===== src/rtl/lfsr_pkg.sv =====
// rtl/lfsr_pkg.sv - tap-mask tables, mode encodings and next-state function for lfsr_gen
package lfsr_pkg;

    localparam int MODE_FIBONACCI = 0;
    localparam int MODE_GALOIS    = 1;
    localparam int MIN_WIDTH      = 3;
    localparam int MAX_WIDTH      = 32;

    // Fibonacci masks: bit (t-1) set for each tap t of a maximal-length polynomial
    function automatic logic [31:0] fib_mask(input int w);
        logic [31:0] m;
        case (w)
            3:       m = 32'h0000_0006;
            4:       m = 32'h0000_000C;
            5:       m = 32'h0000_0014;
            6:       m = 32'h0000_0030;
            7:       m = 32'h0000_0060;
            8:       m = 32'h0000_00B8;
            9:       m = 32'h0000_0110;
            10:      m = 32'h0000_0240;
            11:      m = 32'h0000_0500;
            12:      m = 32'h0000_0829;
            13:      m = 32'h0000_100D;
            14:      m = 32'h0000_2015;
            15:      m = 32'h0000_6000;
            16:      m = 32'h0000_D008;
            17:      m = 32'h0001_2000;
            18:      m = 32'h0002_0400;
            19:      m = 32'h0004_0023;
            20:      m = 32'h0009_0000;
            21:      m = 32'h0014_0000;
            22:      m = 32'h0030_0000;
            23:      m = 32'h0042_0000;
            24:      m = 32'h00E1_0000;
            25:      m = 32'h0120_0000;
            26:      m = 32'h0200_0023;
            27:      m = 32'h0400_0013;
            28:      m = 32'h0900_0000;
            29:      m = 32'h1400_0000;
            30:      m = 32'h2000_0029;
            31:      m = 32'h4800_0000;
            32:      m = 32'h8020_0003;
            default: m = 32'h0000_0000;
        endcase
        return m;
    endfunction

    // Galois masks: the same polynomials with the x^W term dropped and the +1 term kept
    function automatic logic [31:0] galois_mask(input int w);
        logic [31:0] m;
        case (w)
            3:       m = 32'h0000_0005;
            4:       m = 32'h0000_0009;
            5:       m = 32'h0000_0009;
            6:       m = 32'h0000_0021;
            7:       m = 32'h0000_0041;
            8:       m = 32'h0000_0071;
            9:       m = 32'h0000_0021;
            10:      m = 32'h0000_0081;
            11:      m = 32'h0000_0201;
            12:      m = 32'h0000_0053;
            13:      m = 32'h0000_001B;
            14:      m = 32'h0000_002B;
            15:      m = 32'h0000_4001;
            16:      m = 32'h0000_A011;
            17:      m = 32'h0000_4001;
            18:      m = 32'h0000_0801;
            19:      m = 32'h0000_0047;
            20:      m = 32'h0002_0001;
            21:      m = 32'h0008_0001;
            22:      m = 32'h0020_0001;
            23:      m = 32'h0004_0001;
            24:      m = 32'h00C2_0001;
            25:      m = 32'h0040_0001;
            26:      m = 32'h0000_0047;
            27:      m = 32'h0000_0027;
            28:      m = 32'h0200_0001;
            29:      m = 32'h0800_0001;
            30:      m = 32'h0000_0053;
            31:      m = 32'h1000_0001;
            32:      m = 32'h0040_0007;
            default: m = 32'h0000_0000;
        endcase
        return m;
    endfunction

    // One LFSR step on a right-aligned state of width w; bits above w are cleared
    function automatic logic [31:0] lfsr_step(input logic [31:0] s, input int w, input int mode);
        logic [31:0] wmask;
        logic [31:0] nxt;
        logic        msb;
        wmask = (w >= 32) ? 32'hFFFF_FFFF : ((32'd1 << w) - 32'd1);
        msb   = |(s & (32'd1 << (w - 1)));
        if (mode == MODE_GALOIS) begin
            nxt = {s[30:0], 1'b0} ^ (msb ? galois_mask(w) : 32'd0);
        end else begin
            nxt = {s[30:0], ^(s & fib_mask(w))};
        end
        return nxt & wmask;
    endfunction

endpackage


===== src/rtl/lfsr_next.sv =====
// rtl/lfsr_next.sv - combinational next-state logic for one LFSR step
module lfsr_next
    import lfsr_pkg::*;
#(
    parameter int WIDTH = 16,
    parameter int MODE  = MODE_FIBONACCI
) (
    input  logic [WIDTH-1:0] cur,
    output logic [WIDTH-1:0] nxt
);

    // Widen to the package's 32-bit working width, step, then trim back
    always_comb begin
        nxt = WIDTH'(lfsr_step(32'(cur), WIDTH, MODE));
    end

endmodule


===== src/rtl/lfsr_gen.sv =====
// rtl/lfsr_gen.sv - maximal-length LFSR with load, lockup guard and period-wrap pulse
module lfsr_gen
    import lfsr_pkg::*;
#(
    parameter int               WIDTH = 16,
    parameter int               MODE  = MODE_FIBONACCI,
    parameter logic [WIDTH-1:0] SEED  = WIDTH'(1)
) (
    input  logic             clk,
    input  logic             reset,
    input  logic             enable,
    input  logic             load,
    input  logic [WIDTH-1:0] seed_in,
    output logic [WIDTH-1:0] lfsr,
    output logic             bit_out,
    output logic             wrap,
    output logic             lockup
);

    // Reject configurations that cannot produce a maximal-length sequence
    if (WIDTH < MIN_WIDTH || WIDTH > MAX_WIDTH) begin : g_bad_width
        $error("lfsr_gen: WIDTH must be in 3..32");
    end
    if (MODE != MODE_FIBONACCI && MODE != MODE_GALOIS) begin : g_bad_mode
        $error("lfsr_gen: MODE must be 0 (Fibonacci) or 1 (Galois)");
    end
    if (SEED == '0) begin : g_bad_seed
        $error("lfsr_gen: SEED must be nonzero");
    end

    // State the sequence started from; seeing it again means one full period elapsed
    logic [WIDTH-1:0] ref_state;
    logic [WIDTH-1:0] step_value;

    lfsr_next #(
        .WIDTH (WIDTH),
        .MODE  (MODE)
    ) u_next (
        .cur (lfsr),
        .nxt (step_value)
    );

    assign bit_out = lfsr[WIDTH-1];

    // Load beats step beats hold; a zero load is replaced by SEED so the register never locks up
    always_ff @(posedge clk or posedge reset) begin
        if (reset) begin
            lfsr      <= SEED;
            ref_state <= SEED;
            wrap      <= 1'b0;
            lockup    <= 1'b0;
        end else if (load) begin
            wrap <= 1'b0;
            if (seed_in != '0) begin
                lfsr      <= seed_in;
                ref_state <= seed_in;
                lockup    <= 1'b0;
            end else begin
                lfsr      <= SEED;
                ref_state <= SEED;
                lockup    <= 1'b1;
            end
        end else if (enable) begin
            lfsr   <= step_value;
            wrap   <= (step_value == ref_state);
            lockup <= 1'b0;
        end else begin
            wrap   <= 1'b0;
            lockup <= 1'b0;
        end
    end

endmodule


===== config.mk =====
export PLATFORM = sky130hd
export DESIGN_NAME = lfsr_gen
export DESIGN_NICKNAME = d
export VERILOG_FILES = /design/src/rtl/lfsr_pkg.sv /design/src/rtl/lfsr_next.sv /design/src/rtl/lfsr_gen.sv
export SDC_FILE = /design/constraint.sdc
export NUM_CORES = 1
export LEC_CHECK = 0
export BUFFER_PORTS_ARGS = -buffer_cell sky130_fd_sc_hd__buf_2
export CORE_ASPECT_RATIO = 1.1
export CORE_MARGIN = 1
export CORE_UTILIZATION = 57
export DETAILED_ROUTE_END_ITERATION = 10
export HOLD_SLACK_MARGIN = 0.05
export PLACE_DENSITY = 0.92
export REMOVE_ABC_BUFFERS = 1
export SYNTH_ARGS = -nofsm -noshare
export SYNTH_HDL_FRONTEND = slang
export SYNTH_HIERARCHICAL = 1
export SYNTH_SLANG_ARGS = --single-unit

===== constraint.sdc =====
create_clock -name clk -period 2.3 [get_ports clk]
set_input_delay 0.23 -clock clk [delete_from_list [all_inputs] [get_ports clk]]
set_output_delay 0.23 -clock clk [all_outputs]
set_load 0.02 [all_outputs]

* After elaboration in Yosys (flattened, before gate mapping)
Cells that the tools add are included.
Cells by class: reductions and logical operators 3, equal/unequal tests 1, mux-type cells 7
Operators by type and width (number):
- $mux W16 | 3
- $reduce_xor A32 Y1 | 1
- $eq A16 B16 Y1 | 1
- $reduce_bool A16 Y1 | 1
- $mux W1 | 4
- $reduce_bool A2 Y1 | 1
Word-level totals: flip-flop bits (word level) 34, output and inout port bits 19, logic and storage cells 15

* Longest topological paths before layout
depth after elaboration 4, depth in mapped cells 6

* By module
The synthesis kept the hierarchy.
Modules (own cells, without submodules):
- lfsr_gen | sequential area each 853.3 um^2, instances 1, cells each 152, area each 1590.3 um^2
- lfsr_next | sequential area each 0.0 um^2, instances 1, cells each 18, area each 138.9 um^2

* Worst setup path after synthesis
OpenSTA, ideal clock, no wires.
path type register -> register, start register lfsr[3], end register wrap, stages on the path, launching flop included 7, path slack 0.773 ns, period minus slack after synthesis 1.527 ns, arrival 1.432 ns, path through dfrtp_1 xor2_1 xnor2_1 xor2_1 nor4_2 nand4_1 nor4_2
Between the ends: word-level cells in the longest chain between the ends 4
Ends and longest elaborated chain:
- start, declared | line lfsr_gen.sv:14 | output logic [WIDTH-1:0] lfsr,
- start signal, assigned | line lfsr_gen.sv:55 | lfsr <= seed_in;
- start signal, assigned | line lfsr_gen.sv:64 | lfsr <= step_value;
- $reduce_xor A32 Y1 | line lfsr_pkg.sv:97 | nxt = {s[30:0], ^(s & fib_mask(w))};
- named net step_value[0] | line lfsr_gen.sv:33 | logic [WIDTH-1:0] step_value;
- $eq A16 B16 Y1 | line lfsr_gen.sv:65 | wrap <= (step_value == ref_state);
- $mux W1 | line lfsr_gen.sv:63 | end else if (enable) begin
- $mux W1 | line lfsr_gen.sv:52 | end else if (load) begin
- end signal, assigned | line lfsr_gen.sv:65
- end, declared | line lfsr_gen.sv:16 | output logic wrap,
The timed path passes the listed nets, and every way through them passes these cells. A chain may end at the register's enable or synchronous reset.

* Final worst setup path
Ends and elaborated chain as after synthesis.

==> summary.txt <==
Startpoint Class: register
gr usage total: 0.254
vias in the first global route: 1,199
routed length per instance: 14.8 µm
# rows: 20
die span in y: 59.8 µm
Antenna diodes: 0
CTS tree: done
Reg clk slew, reported paths: 0.10 ns
Root Buffer: clkbuf_4
die area: 3260 µm²
Worst-Margin Slew: 0.514 ns
Final nets: 215
ys async rst share: 1.00
share of cells above drive strength 1: 0.276
top cells by count, synth: dfrtp_1, o21ai_0, buf_4, inv_1
Syn Std Cell Area: 1730 µm²
DP Area: 1810 µm²
GR Layer Usage met1: 0.314
worst endpoint required time: 2.56 ns
cell internal pwr: 980 µW
first-pass GRT wire length: 5530 µm
via/cell ratio: 5.36
clk_skew: 0.00213 ns
Final Slew Violations: 0
gr busiest metal: met2
Hold Slack: 0.129 ns
worst hold stages: 3
setup bufs post-CTS: 0
initial drt markers: 61
largest family of logic cells by synthesized area: buffers and inverters
Pwr per Cell Area: 740 nW/µm²
period utilization: 0.709
Netlist cell types: 19
Pleak: 0.977 nW
final wirelength: 3390 µm
cell taking the most area after synthesis: dfrtp_1
Layout area overhead: 10.1%
overflow left after global routing: 0
Register-to-Register Setup Slack: 0.67 ns
Worst Hold Path EP: ref_state[7]
switch share: 0.304
Synth Instances: 170
CP Launch Point: lfsr[3]
PortBufs: 38
CP endpoint kind: register
Max-Cap Viols: 0
worst hold start: seed_in[7]
reg2reg start: lfsr[3]
adder-cell share of the synthesized area: 0
num ports: 39
DR vias: 1,228
setup TNS: 0 ns
Residual DRC: 0
post_cts resized: 0
die width: 54.5 µm
Final Hold Viols: 0
Hold/Removal Path Class: in2reg
total net switching power: 427 µW
WS Path Type: reg2reg
RSZ-0062 raised after global routing: false
H-tree levels: 2
Slew headroom: 0.658
Synth area leaders: dfrtp_1, mux2i_1, o21ai_0
Combinational Power Share: 0.202
Max Clk Rate: 0.613 GHz
post-route cell area: 1900 µm²
GR Util met3: 0.0891
Synth Flop Type: dfrtp_1
CTS Hold Bufs: 1
Yosys warning total: 6
maximum VDD drop: 0.649 mV
Synth top area share: 0.463
number of antenna-violating nets in the routed design: 0
Period minus WS final: 1.63 ns
HPWL Detailed: 2540 µm
Post-synth EDFFs: 0
Data arrival, critical path: 1.89 ns
cell with the most instances after synthesis: dfrtp_1
CTS max path bufs: 2
synthesized area per cell: 10.2 µm²
TritonCTS buffer count: 5
post-synthesis simple-gate area fraction: 0.0977
xor and xnor area share after synthesis: 0.0962
total power: 1.41 mW
Clock Latency Late Sink: 0.34 ns
register area: 853 µm²
post-synthesis mux area share: 0.0926
Finish-stage setup viols: 0
status: finished clean
core area: 2830 µm²
Initial Utilization: 0.612
GPL Wtd Cong: 0.794
Register-to-Register Path Depth: 6
Synth Register Bits: 34
Synth Area in Compound Gates: 0.0897
Clock power frac: 0.288
initial antenna violation count: 0
RR Endpoint: wrap
worst-path fanout max: 5
area of the multi-input gates: 651 µm²
# fillers: 227
DR pass1 iterations: 4
Seq/Total Area, Yosys: 0.493
post-layout util: 0.673
clock sink count: 34
sequential fraction of design power: 0.509
largest net degree at the start of global routing: 47
GRT met2 Usage: 0.397
[flip-flops by register name (all words and copies together) (netlist names)]
register	count
lfsr	16
wrap	1
ref_state	16
lockup	1
[stage by stage]
step	std cells	worst slack, ns
floorplan	147	0.704
global placement	220	0.815
detailed placement	220	0.720
CTS	229	0.665
global route	229	0.573
finish	229	0.670
[power by group through the flow]
stage	Sequential, mW	Clock (mW)	Combinational (mW)
6_report	0.717	0.406	0.285
4_1_cts	0.717	0.416	0.287
2_1_floorplan	0.758	0	0.140
3_3_place_gp	0.725	0	0.277
3_5_place_dp	0.728	0	0.283
5_1_grt	0.725	0.441	0.314
[routing by layer]
layer  routed length [µm]  vias up
met5                    0        -
met4                   80        0
met3                  132       10
met2                 1720       33
met1                 1460      594
li1                     -      591
[logic make-up (layout without fill, tap and decap cells)]
logic type	count (synthesis)	count (layout)
XOR/XNOR	19	19
AO/OA/AOI/OAI	31	31
flip-flops	34	34
AND/OR/NAND/NOR	30	30
buffers and inverters	40	66
multiplexers	16	16
[critical path, cell delays in order, from the launching register on]
cell and delay, ns:
dfrtp_1 0.44, xor2_1 0.19, xnor2_1 0.26, xor2_1 0.12, nor4_2 0.26, nand4_1 0.15
nor4_2 0.14
[area by class of cell]
| cell class | instances | share of cell area |
|---|---|---|
| Timing Repair Buffer | 41 | 0.113 |
| Sequential cell | 34 | 0.448 |
| Multi-Input combinational cell | 96 | 0.342 |
| Clock buffer | 8 | 0.0414 |
| Tap cell | 33 | 0.0217 |
| Inverter | 17 | 0.0335 |
[worst max-delay path by stage]
| stage | depth (start not counted) | end |
|---|---|---|
| detailed placement | 6 | wrap |
| CTS | 6 | wrap |
| finish | 6 | wrap |
| floorplan | 6 | wrap |
| global route | 6 | wrap |
| global placement | 6 | wrap |
[layout by cell type, fill, tap and decap left out, drive strengths merged]
master       count
clkbuf           8
nor4             8
mux2i           16
buf             40
nand4            2
and3             1
inv             17
nor2             3
dfstp            2
xor2            16
dfrtp           32
xnor2            3
a21oi            1
o21ai           30
nand2           15
dlygate4sd3      1
nor3b            1
(Power assumes the default switching activity.)
